[src/rtl/apu_pkg.sv]
// Shared constants for the APU channel blocks: default field widths, the
// envelope ceiling, and the indices of the per-channel frame ticks.
package apu_pkg;

  localparam int VOL_W_DEF = 4;
  localparam int LEN_W_DEF = 8;

  localparam int DECAY_MAX = 15;

  localparam int TICK_ENV   = 0;
  localparam int TICK_LEN   = 1;
  localparam int TICK_COUNT = 2;

endpackage

[src/rtl/envelope_length_if.sv]
// Channel-control bundle between the frame/register logic (master) and the
// envelope + length stage (slave).
interface envelope_length_if
  import apu_pkg::*;
#(
  parameter int VOL_W = VOL_W_DEF,
  parameter int LEN_W = LEN_W_DEF
);

  logic             iSquare;
  logic             iEnv_clk;
  logic             iLen_clk;
  logic             iEnable;
  logic             iLoad;
  logic [LEN_W-1:0] iLen_value;
  logic             iConst_vol;
  logic [VOL_W-1:0] iVolume;
  logic             iLoop;
  logic [VOL_W-1:0] oSample;
  logic             oActive;

  modport master (
    output iSquare, iEnv_clk, iLen_clk, iEnable, iLoad, iLen_value,
           iConst_vol, iVolume, iLoop,
    input  oSample, oActive
  );

  modport slave (
    input  iSquare, iEnv_clk, iLen_clk, iEnable, iLoad, iLen_value,
           iConst_vol, iVolume, iLoop,
    output oSample, oActive
  );

endinterface

[src/rtl/edge_detect.sv]
// Rising-edge detector for a slow frame-clock level: two sync registers,
// tick = cur & ~old, so the consumer acts 2 clk after the level rises.
module edge_detect (
  input  logic clk,
  input  logic iReset,
  input  logic level,
  output logic tick
);

  logic cur;
  logic old;
  logic primed;

  // On the first clock after reset both registers take the live level, so a
  // level already high when reset releases is not mistaken for a new edge.
  always_ff @(posedge clk or posedge iReset) begin
    if (iReset) begin
      cur    <= 1'b0;
      old    <= 1'b0;
      primed <= 1'b0;
    end else begin
      cur    <= level;
      old    <= primed ? cur : level;
      primed <= 1'b1;
    end
  end

  assign tick = cur & ~old;

endmodule

[src/rtl/envelope_length.sv]
// Envelope generator and length counter for one pulse-style APU channel;
// gates the incoming square wave into a registered amplitude.
module envelope_length
  import apu_pkg::*;
#(
  parameter int VOL_W = VOL_W_DEF,
  parameter int LEN_W = LEN_W_DEF
) (
  input logic              clk,
  input logic              iReset,
  envelope_length_if.slave bus
);

  localparam logic [VOL_W-1:0] DECAY_TOP = VOL_W'(DECAY_MAX);

  logic [TICK_COUNT-1:0] ticks;
  logic                  env_tick;
  logic                  len_tick;
  logic                  start;
  logic [VOL_W-1:0]      decay;
  logic [VOL_W-1:0]      divider;
  logic [LEN_W-1:0]      length;

  edge_detect env_edge (
    .clk   (clk),
    .iReset(iReset),
    .level (bus.iEnv_clk),
    .tick  (ticks[TICK_ENV])
  );

  edge_detect len_edge (
    .clk   (clk),
    .iReset(iReset),
    .level (bus.iLen_clk),
    .tick  (ticks[TICK_LEN])
  );

  assign env_tick = ticks[TICK_ENV];
  assign len_tick = ticks[TICK_LEN];

  // A load landing on an env tick restarts at once instead of waiting a tick.
  always_ff @(posedge clk or posedge iReset) begin
    if (iReset) begin
      start   <= 1'b0;
      decay   <= '0;
      divider <= '0;
    end else if (env_tick) begin
      if (start || bus.iLoad) begin
        start   <= 1'b0;
        decay   <= DECAY_TOP;
        divider <= bus.iVolume;
      end else if (divider == '0) begin
        divider <= bus.iVolume;
        if (decay != '0) begin
          decay <= decay - VOL_W'(1);
        end else if (bus.iLoop) begin
          decay <= DECAY_TOP;
        end
      end else begin
        divider <= divider - VOL_W'(1);
      end
    end else if (bus.iLoad) begin
      start <= 1'b1;
    end
  end

  // Disable beats load, load beats a coincident decrement; iLoop halts counting.
  always_ff @(posedge clk or posedge iReset) begin
    if (iReset) begin
      length <= '0;
    end else if (!bus.iEnable) begin
      length <= '0;
    end else if (bus.iLoad) begin
      length <= bus.iLen_value;
    end else if (len_tick && (length != '0) && !bus.iLoop) begin
      length <= length - LEN_W'(1);
    end
  end

  always_ff @(posedge clk or posedge iReset) begin
    if (iReset) begin
      bus.oSample <= '0;
      bus.oActive <= 1'b0;
    end else begin
      bus.oSample <= ((length != '0) && bus.iSquare)
                     ? (bus.iConst_vol ? bus.iVolume : decay)
                     : '0;
      bus.oActive <= (length != '0);
    end
  end

endmodule

[src/flat_wrapper.sv]
// flat-port wrapper written by rule: the top's interface ports become plain ports
module envelope_length_flat import apu_pkg::*;
#(
  parameter int VOL_W = VOL_W_DEF,
  parameter int LEN_W = LEN_W_DEF
)
  (clk, iReset, bus_iSquare, bus_iEnv_clk, bus_iLen_clk, bus_iEnable, bus_iLoad, bus_iLen_value, bus_iConst_vol, bus_iVolume, bus_iLoop, bus_oSample, bus_oActive);
  envelope_length_if #(.VOL_W(VOL_W), .LEN_W(LEN_W)) bus_i ();
  input logic clk;
  input logic iReset;
  input wire logic [$bits(bus_i.iSquare)-1:0] bus_iSquare;
  input wire logic [$bits(bus_i.iEnv_clk)-1:0] bus_iEnv_clk;
  input wire logic [$bits(bus_i.iLen_clk)-1:0] bus_iLen_clk;
  input wire logic [$bits(bus_i.iEnable)-1:0] bus_iEnable;
  input wire logic [$bits(bus_i.iLoad)-1:0] bus_iLoad;
  input wire logic [$bits(bus_i.iLen_value)-1:0] bus_iLen_value;
  input wire logic [$bits(bus_i.iConst_vol)-1:0] bus_iConst_vol;
  input wire logic [$bits(bus_i.iVolume)-1:0] bus_iVolume;
  input wire logic [$bits(bus_i.iLoop)-1:0] bus_iLoop;
  output wire logic [$bits(bus_i.oSample)-1:0] bus_oSample;
  output wire logic [$bits(bus_i.oActive)-1:0] bus_oActive;
  assign bus_i.iSquare = bus_iSquare;
  assign bus_i.iEnv_clk = bus_iEnv_clk;
  assign bus_i.iLen_clk = bus_iLen_clk;
  assign bus_i.iEnable = bus_iEnable;
  assign bus_i.iLoad = bus_iLoad;
  assign bus_i.iLen_value = bus_iLen_value;
  assign bus_i.iConst_vol = bus_iConst_vol;
  assign bus_i.iVolume = bus_iVolume;
  assign bus_i.iLoop = bus_iLoop;
  assign bus_oSample = bus_i.oSample;
  assign bus_oActive = bus_i.oActive;
  envelope_length #(.VOL_W(VOL_W), .LEN_W(LEN_W)) u_core (.clk(clk), .iReset(iReset), .bus(bus_i));
endmodule
[config.mk]
export PLATFORM = sky130hd
export DESIGN_NAME = envelope_length_flat
export DESIGN_NICKNAME = d
export VERILOG_FILES = /design/src/rtl/apu_pkg.sv /design/src/rtl/envelope_length_if.sv /design/src/rtl/edge_detect.sv /design/src/rtl/envelope_length.sv /design/src/flat_wrapper.sv
export SDC_FILE = /design/constraint.sdc
export NUM_CORES = 1
export LEC_CHECK = 0
export ABC_AREA = 1
export CAP_MARGIN = 0
export CORE_MARGIN = 3
export CORE_UTILIZATION = 51
export CTS_CLUSTER_DIAMETER = 100
export DETAILED_ROUTE_END_ITERATION = 6
export PLACE_DENSITY = 0.78
export RECOVER_POWER = 50
export SETUP_SLACK_MARGIN = 0.2
export SYNTH_ARGS = -nofsm -noshare
export SYNTH_HDL_FRONTEND = slang
export SYNTH_SLANG_ARGS = --single-unit
export TNS_END_PERCENT = 20
[constraint.sdc]
create_clock -name clk -period 2.15 [get_ports clk]
set_clock_uncertainty 0.1 [all_clocks]
set_input_delay 0.645 -clock clk [delete_from_list [all_inputs] [get_ports clk]]
set_output_delay 0.645 -clock clk [all_outputs]
set_load 0.02 [all_outputs]
# Yosys cells after proc, flatten, opt, wreduce, memory -nomap -nowiden
# Index checks and enable logic that the tools add are counted.
[totals]
register_bits = 27
in_bits = 21
out_inout_bits = 5
wordCells = 49
[classes]
addsub = 3
n_eq_ne = 2
muxes = 16
n_bitwise = 4
reduce_logical = 13
[ops]
columns = ["op", "count"]
rows = [
  ["two-way mux 4 bit", 8],
  ["two-way mux 8 bit", 3],
  ["nonzero test 8 bit", 1],
  ["subtractor 4 x 1 -> 4 bit (second input constant)", 2],
  ["subtractor 8 x 1 -> 8 bit (second input constant)", 1],
  ["two-way mux 1 bit", 5],
  ["logical NOT 4 bit", 1],
  ["nonzero test 2 bit", 2],
  ["nonzero test 4 bit", 1],
  ["logical AND 1 bit", 3],
  ["inequality test 3 x 1 -> 1 bit (second input constant)", 1],
  ["AND reduction 3 bit", 1],
  ["nonzero test 3 bit", 1],
  ["bitwise AND 1 bit", 2],
  ["inequality test 2 x 1 -> 1 bit (second input constant)", 1],
  ["NOT 1 bit", 2],
  ["AND reduction 2 bit", 1],
  ["logical NOT 1 bit", 1],
  ["logical OR 1 bit", 1],
]

# Depth between registers and ports, before layout
# Gate-level depths: netlist of the first run.
[depth]
word_depth = 7
depth_mapped = 10
ltp_nobuf = 10

# Modules after synthesis
# Synthesis of the first run repeated with hierarchy kept, for this count alone.
[hier_totals]
cells_unflattened = 202
area_unflattened_um2 = 1571.5
[by_module_without_submodules]
columns = ["mod", "instances", "cells_per_inst", "area_per_inst_um2", "seq_area_each_um2"]
rows = [
  ["envelope_length", 1, 180, 1356.3, 550.5],
  ["edge_detect", 2, 11, 107.6, 75.1],
]

# Worst setup path after synthesis of the first run
# OpenSTA, ideal clock, no wires.
[synth_timing]
path_type = "input port to flip-flop"
start = "in bus_iLoad"
end = "reg u_core.length[3]"
setup_time_ps = 117
t_arrival_ps = 1430
required_ps = 1933
path_slack_ps = 504
path_stages = 7
path_buffers = 1
path_cell_list = "buf_4 nor2_1 nand2_4 nand2_4 inv_2 nand2_1 nand2_1"
[synth_between]
elab_chain_cells = 2
elab_cells_between_ends = 3
classes_between = "eq/ne (1); mux (2)"
[synth_rtl]
columns = ["item", "line_no", "rtl"]
rows = [
  ["start, declared", "flat_wrapper.sv:15", "input wire logic [$bits(bus_i.iLoad)-1:0] bus_iLoad;"],
  ["two-way mux 8 bit", "envelope_length.sv:73", "end else if (bus.iLoad) begin"],
  ["two-way mux 8 bit", "envelope_length.sv:71", "end else if (!bus.iEnable) begin"],
  ["end signal, assigned", "envelope_length.sv:74", "length <= bus.iLen_value;"],
  ["end signal, assigned", "envelope_length.sv:76", "length <= length - LEN_W'(1);"],
  ["end, declared", "envelope_length.sv:22", "logic [LEN_W-1:0] length;"],
]
# Several ways; a longest one is shown, not always the timed one.
# A chain may end at the register's enable or synchronous reset.

# Final worst setup path of the first run
[layout_timing]
start = "reg u_core.bus.oSample[1]"
end = "out bus_oSample[1]"
[layout_lines]
columns = ["item", "line_no", "rtl"]
rows = [
  ["start, declared", "envelope_length_if.sv:31", "output oSample, oActive"],
  ["start signal, assigned", "envelope_length.sv:85", "bus.oSample <= ((length != '0) && bus.iSquare)"],
  ["end, declared", "flat_wrapper.sv:20", "output wire logic [$bits(bus_i.oSample)-1:0] bus_oSample;"],
]
# No word-level cell between the ends.

==> impl_metrics.tcl, run 1 <==
set metrics [dict create \
    outcome "finished clean" \
    cp_top_family "buffers and inverters" \
    powerDensity_mw_per_mm2 694.7 \
    cts_tree "done" \
    cts_max_path_buffers 2 \
    p_leak_nw 0.8610 \
    ys_seq_area_share_pct 46.43 \
    crit_type "register to output port" \
    grt_first_pass_wirelength_um 4988 \
    wirelength_um 2925 \
    layout_worst_path_cycle_share_pct 93.46 \
    cts.clk_slew.worst_paths_ns 0.14 \
    period_needed_ns 2.009 \
    layout_setup_ws_ns 0.1406 \
    overflow 0 \
    ys_ff_latch 27 \
    switchingPower_w 0.0004264 \
    placed_cell_area_sq_mm 0.001769 \
    grt_max_degree 28 \
    cts-buffers-inserted 3 \
    hold_viol 0 \
    synth_area_leaders "dfrtp_1 (46%), nand2_1 (9.8%), nor2_1 (5.4%)" \
    cts_max_level 1 \
    synth_top_area_share_pct 46.43 \
    hpwl_um 2353 \
    swShare_pct 34.21 \
    synthCells 177 \
    setup_viol 0 \
    drtIter0Drc 41 \
    clock_sinks 27 \
    yosysWarnings 0 \
    firstDrtPassIters 4 \
    synth_cell_type_count 31 \
    placed_cells 235 \
    portBuffers 25 \
    critPathBufInv 1 \
    hold_class "register to register" \
    syn_nets 201 \
    crit_path_start_kind "register" \
    cp.required_ns 1.40 \
    clock_latency_ns 0.32 \
    post_cts_buffers 0 \
    grtUsageTotal_pct 18.24 \
    tightestPinTransition_ns 0.6379 \
    fmax_mhz 497.7 \
    crit_fanout 1 \
    syn_avg_cell_area_sq_um 8.221 \
    post_drt_via_cell_ratio 5.280 \
    num_rows 18 \
    endpoint_kind "output port" \
    post_drt_wl_per_cell_um 12.24 \
    pin_count 26 \
    cp.arrival_ns 1.26 \
    critPathMaxStageDelay_ns 0.60 \
    coreArea_sq_mm 0.002590 \
    drc_errors 0 \
    dp_slack_ns -0.03869 \
    cts_hold_buf 0 \
    cap_violations 0 \
    start_util_pct 56.18 \
    antenna_found_initial 0 \
    n_antenna_cell 0 \
    dieArea_sq_mm 0.003530 \
    vias 1262 \
    max_slew_margin_pct 57.48 \
    combPwrFrac_pct 32.1 \
    die_w_um 59.42 \
    path_cells "clkdlybuf4s50_1" \
    cts-root-buf "clkbuf_4" \
    rsz0062_at_grt "yes" \
    yosysTopAreaCell "dfrtp_1" \
    vdd_drop_max_mv 0.5400 \
    final_cells 239 \
    area_growth_syn_to_layout_pct 23.30 \
    design_area_sq_mm 0.001794 \
    fin_nets 234 \
    antenna_left 0 \
    fp.dieH_um 59.42 \
    pwr-share-seq_pct 50.4 \
    fillers 220 \
    cp_slowest_cell "clkdlybuf4s50_1" \
    p_int_w 0.0008199 \
    p_clk_share_pct 17.5 \
    gp_congestion 0.8786 \
    first_global_vias 1200 \
    drive_gt1_share_pct 15.31 \
    slew_violations 0 \
    syn-cell-area_sq_mm 0.001455 \
]
[through the flow]
| stage | TNS, ns | hold WS, ns | util [%] | total power, W |
|---|---|---|---|---|
| finish | 0 | 0.3977 | 69.28 | 0.001246 |
| global route | 0 | 0.4254 | 69.28 | 0.001330 |
| CTS | 0 | 0.3988 | 69.28 | 0.001260 |
| detailed placement | -0.03869 | 0.3789 | 68.31 | 0.001044 |
| global placement | 0 | 0.3746 | 68.31 | 0.001022 |
| floorplan | 0 | 0.3537 | - | 0.0009101 |
[worst paths after layout]
| path | startpoint | cells after the start | end | slack [ns] |
|---|---|---|---|---|
| worst max-delay path | u_core.bus.oSample[1] | 1 | bus_oSample[1] | 0.14 |
| worst min-delay path | u_core.env_edge.primed | 1 | u_core.env_edge.old | 0.40 |
| worst max register to register | u_core.length[0] | 9 | u_core.length[3] | 0.42 |
| worst min register to register | u_core.env_edge.primed | 1 | u_core.env_edge.old | 0.40 |
| max in group asynchronous | iReset | 3 | u_core.bus.oSample[1] | 0.72 |
| min in group asynchronous | iReset | 3 | u_core.len_edge.old | 0.82 |
[cell usage in the layout (no fill, tap or decap), types with 2 or more instances in the layout]
| cell | count |
|---|---|
| inv_1 | 11 |
| nand4_1 | 2 |
| nor2_2 | 3 |
| clkdlybuf4s50_1 | 20 |
| ha_1 | 3 |
| xor2_1 | 5 |
| clkbuf_4 | 3 |
| o211ai_1 | 2 |
| dfrtp_1 | 27 |
| nor2_1 | 21 |
| o21ai_1 | 8 |
| a21oi_1 | 6 |
| nand3_1 | 13 |
| inv_2 | 12 |
| o22ai_1 | 3 |
| buf_4 | 4 |
| nand2_1 | 38 |
| o21ai_0 | 6 |
| nand2_4 | 2 |
| dlygate4sd3_1 | 3 |
[per-layer routing]
layer / global-route usage [%] / share of wire (%) / vias to the layer above
met1: 24.76 / 44 / 579
met5: 0 / 0 / -
met4: 5.502 / 1.4 / 0
li1: - / - / 636
met2: 29.64 / 48 / 41
met3: 3.050 / 6.9 / 6
[cell families after synthesis]
logic type | synth area share (%)
multiplexers | 1.462
other | 0.2577
AND/OR/NAND/NOR | 27.60
AO/OA/AOI/OAI | 11.95
flip-flops | 46.43
buffers and inverters | 6.707
adder cells (fa/ha/maj) | 2.580
XOR/XNOR | 3.009
[cells in the mapped netlist]
library cell / number
o211ai_1: 2
mux2_1: 1
nand2_4: 2
xor2_1: 5
buf_1: 1
nor2_8: 1
nor2_4: 1
or2_2: 1
o21ai_0: 6
conb_1: 1
nor3_1: 1
inv_2: 12
o21bai_1: 1
dfrtp_1: 27
nor2_1: 21
nor2_2: 3
o21ai_2: 1
ha_1: 3
o21ai_4: 1
nand2_1: 38
inv_1: 11
nand4_1: 2
nor3b_2: 1
o21ai_1: 8
mux2i_1: 1
a211oi_1: 1
o22ai_1: 3
a21oi_1: 6
nand2_2: 1
nand3_1: 13
buf_4: 1
[final cells by class]
cell class,instances,area (sq um),share of cell area (%)
clock buffer,4,26.28,1.464
inverter,23,86.33,4.812
multi-input combinational,125,681.9,38.01
sequential,27,675.6,37.66
tap,30,37.54,2.092
timing repair buffer,30,286.5,15.97
[power groups by stage]
stage                     logic, W  clock network [W]  registers, W
after detailed placement  0.000405                  0      0.000639
after global placement    0.000385                  0      0.000637
after floorplan           0.000265                  0      0.000645
final                     0.000400           0.000218      0.000628
after CTS                 0.000405           0.000227      0.000628
after global routing      0.000453           0.000242      0.000636
[sequential cells by signal (all words and copies together) (netlist names)]
signal / flops
u_core.bus.oSample: 4
u_core.divider: 4
u_core.bus.oActive: 1
u_core.start: 1
u_core.env_edge.primed: 1
u_core.len_edge.old: 1
u_core.env_edge.old: 1
u_core.decay: 4
u_core.env_edge.cur: 1
u_core.length: 8
u_core.len_edge.cur: 1
[what timing repair did]
item	in CTS	in global routing
endpoints found under the setup margin	5	4
endpoints found under the hold margin	0	0
gates resized for setup	1	1
Power figures use the tool's default switching activity.
==> run 2, diff against run 1 <==
Settings changed: RECOVER_POWER 50 to 100.
==> impl_metrics.tcl, run 2 (same netlist as run 1, synthesis figures left out) <==
set metrics [dict create \
    cts_tree "done" \
    n_antenna_cell 0 \
    coreArea_sq_mm 0.002590 \
    slew_violations 0 \
    post_drt_via_cell_ratio 5.322 \
    mostFrequentLayoutCells "nand2_1 (38), dfrtp_1 (27), nor2_1 (22)" \
    holdPathStages 1 \
    crit_path_start_kind "register" \
    cts.clk_slew.worst_paths_ns 0.15 \
    tightestPinTransition_ns 0.6403 \
    cts-buffers-inserted 3 \
    dieArea_sq_mm 0.003530 \
    r2r-start "u_core.length[0]" \
    antenna_found_initial 0 \
    rsz0062_at_grt "yes" \
    antenna_left 0 \
    hold_start "u_core.env_edge.primed" \
    overflow 0 \
    post_cts_buffers 0 \
    vdd_drop_max_mv 0.5416 \
    hpwl_um 2353 \
    cp_slowest_cell "clkdlybuf4s50_1" \
    grt_first_pass_wirelength_um 4988 \
    clock_sinks 27 \
    firstDrtPassIters 4 \
    crit_fanout 1 \
    cts-root-buf "clkbuf_4" \
    layout_worst_path_cycle_share_pct 93.55 \
    min_to "u_core.env_edge.old" \
    crit_type "register to output port" \
    portBuffers 25 \
    fmax_mhz 497.2 \
    endpoint_kind "output port" \
    setup_tns_ns 0 \
    drtIter0Drc 48 \
    pin_count 26 \
    num_rows 18 \
    gp_congestion 0.8786 \
    final_common_cell "nand2_1" \
    start_util_pct 56.18 \
    area_growth_syn_to_layout_pct 20.55 \
    largest_register "u_core.length" \
    dp_slack_ns -0.03869 \
    p_leak_nw 0.8301 \
    cp_top_family "buffers and inverters" \
    post_drt_wl_per_cell_um 12.32 \
    critPathBufInv 1 \
    r2r_cells 9 \
    fin_nets 234 \
    drc_errors 0 \
    critPathMaxStageDelay_ns 0.60 \
    first_global_vias 1200 \
    die_w_um 59.42 \
    clock_latency_ns 0.32 \
    hold_viol 0 \
    fillers 227 \
    fp.dieH_um 59.42 \
    max_slew_margin_pct 57.31 \
    drive_gt1_share_pct 13.88 \
    timing.hold.ws_ns 0.3982 \
    grtUsageTotal_pct 18.24 \
    largest_reg_flops 8 \
    period_needed_ns 2.011 \
    cp.arrival_ns 1.27 \
    vias 1272 \
    grt_max_degree 28 \
    path_cells "clkdlybuf4s50_1" \
    cap_violations 0 \
    cts_max_path_buffers 2 \
    rrSetupSlack_ns 0.24 \
    layout_setup_ws_ns 0.1387 \
    cp.required_ns 1.40 \
    wirelength_um 2944 \
    hold_class "register to register" \
    outcome "finished clean" \
    cts_max_level 1 \
    design_area_sq_mm 0.001754 \
    powerDensity_mw_per_mm2 702.2 \
    setup_viol 0 \
    placed_cell_area_sq_mm 0.001769 \
    timing.rr.end "u_core.length[3]" \
]
run 2: repair_timing:
item | in CTS | in global routing
hold buffers | 0 | 0
endpoints found under the setup margin | 5 | 4
resized for setup | 1 | 1
run 2: worst max path at each step:
stage	start	to	slack [ns]	cells after the start
final	u_core.bus.oSample[1]	bus_oSample[1]	0.14	1
after global routing	u_core.length[0]	u_core.length[3]	0.06	9
after CTS	u_core.bus.oSample[1]	bus_oSample[1]	0.12	1
after detailed placement	bus_iLoad	u_core.decay[0]	-0.04	8
after global placement	bus_iLoad	u_core.decay[2]	0.07	8
after floorplan	bus_iLoad	u_core.length[3]	0.50	7
run 2: final cells by class:
cell class,instances,area (sq um),share of cell area [%]
inverters,23,86.33,4.922
flip-flops and latches,27,675.6,38.52
clock buffers,4,26.28,1.498
multi-input cells,125,650.6,37.09
repair buffers,30,277.8,15.83
well taps,30,37.54,2.140
run 2: power breakdown:
group	internal (W)	total, W	switching [W]
Sequential	0.000578	0.000625	0.0000466
Clock	0.0000726	0.000222	0.000149
Combinational	0.000163	0.000385	0.000223
run 2: per-layer routing:
layer	vias up	GRT usage, %	routed length, um	part of all wire [%]
li1	633	-	-	-
met1	604	24.76	1331	45
met2	29	29.64	1408	48
met3	6	3.050	161	5.5
met4	0	5.502	42	1.4
met5	-	0	0	0
run 2: through the flow:
stage	utilization [%]	cells	power (W)
finish	67.73	239	0.001232
global route	67.73	239	0.001311
CTS	69.28	239	0.001260
detailed placement	68.31	235	0.001044
global placement	68.31	235	0.001022
floorplan	-	177	0.0009101
==> run 3, diff against run 2 <==
Settings changed: SLEW_MARGIN from default to 20.
==> results of run 3 <==
Final layout, timing and power as in run 2 (identical DEF).
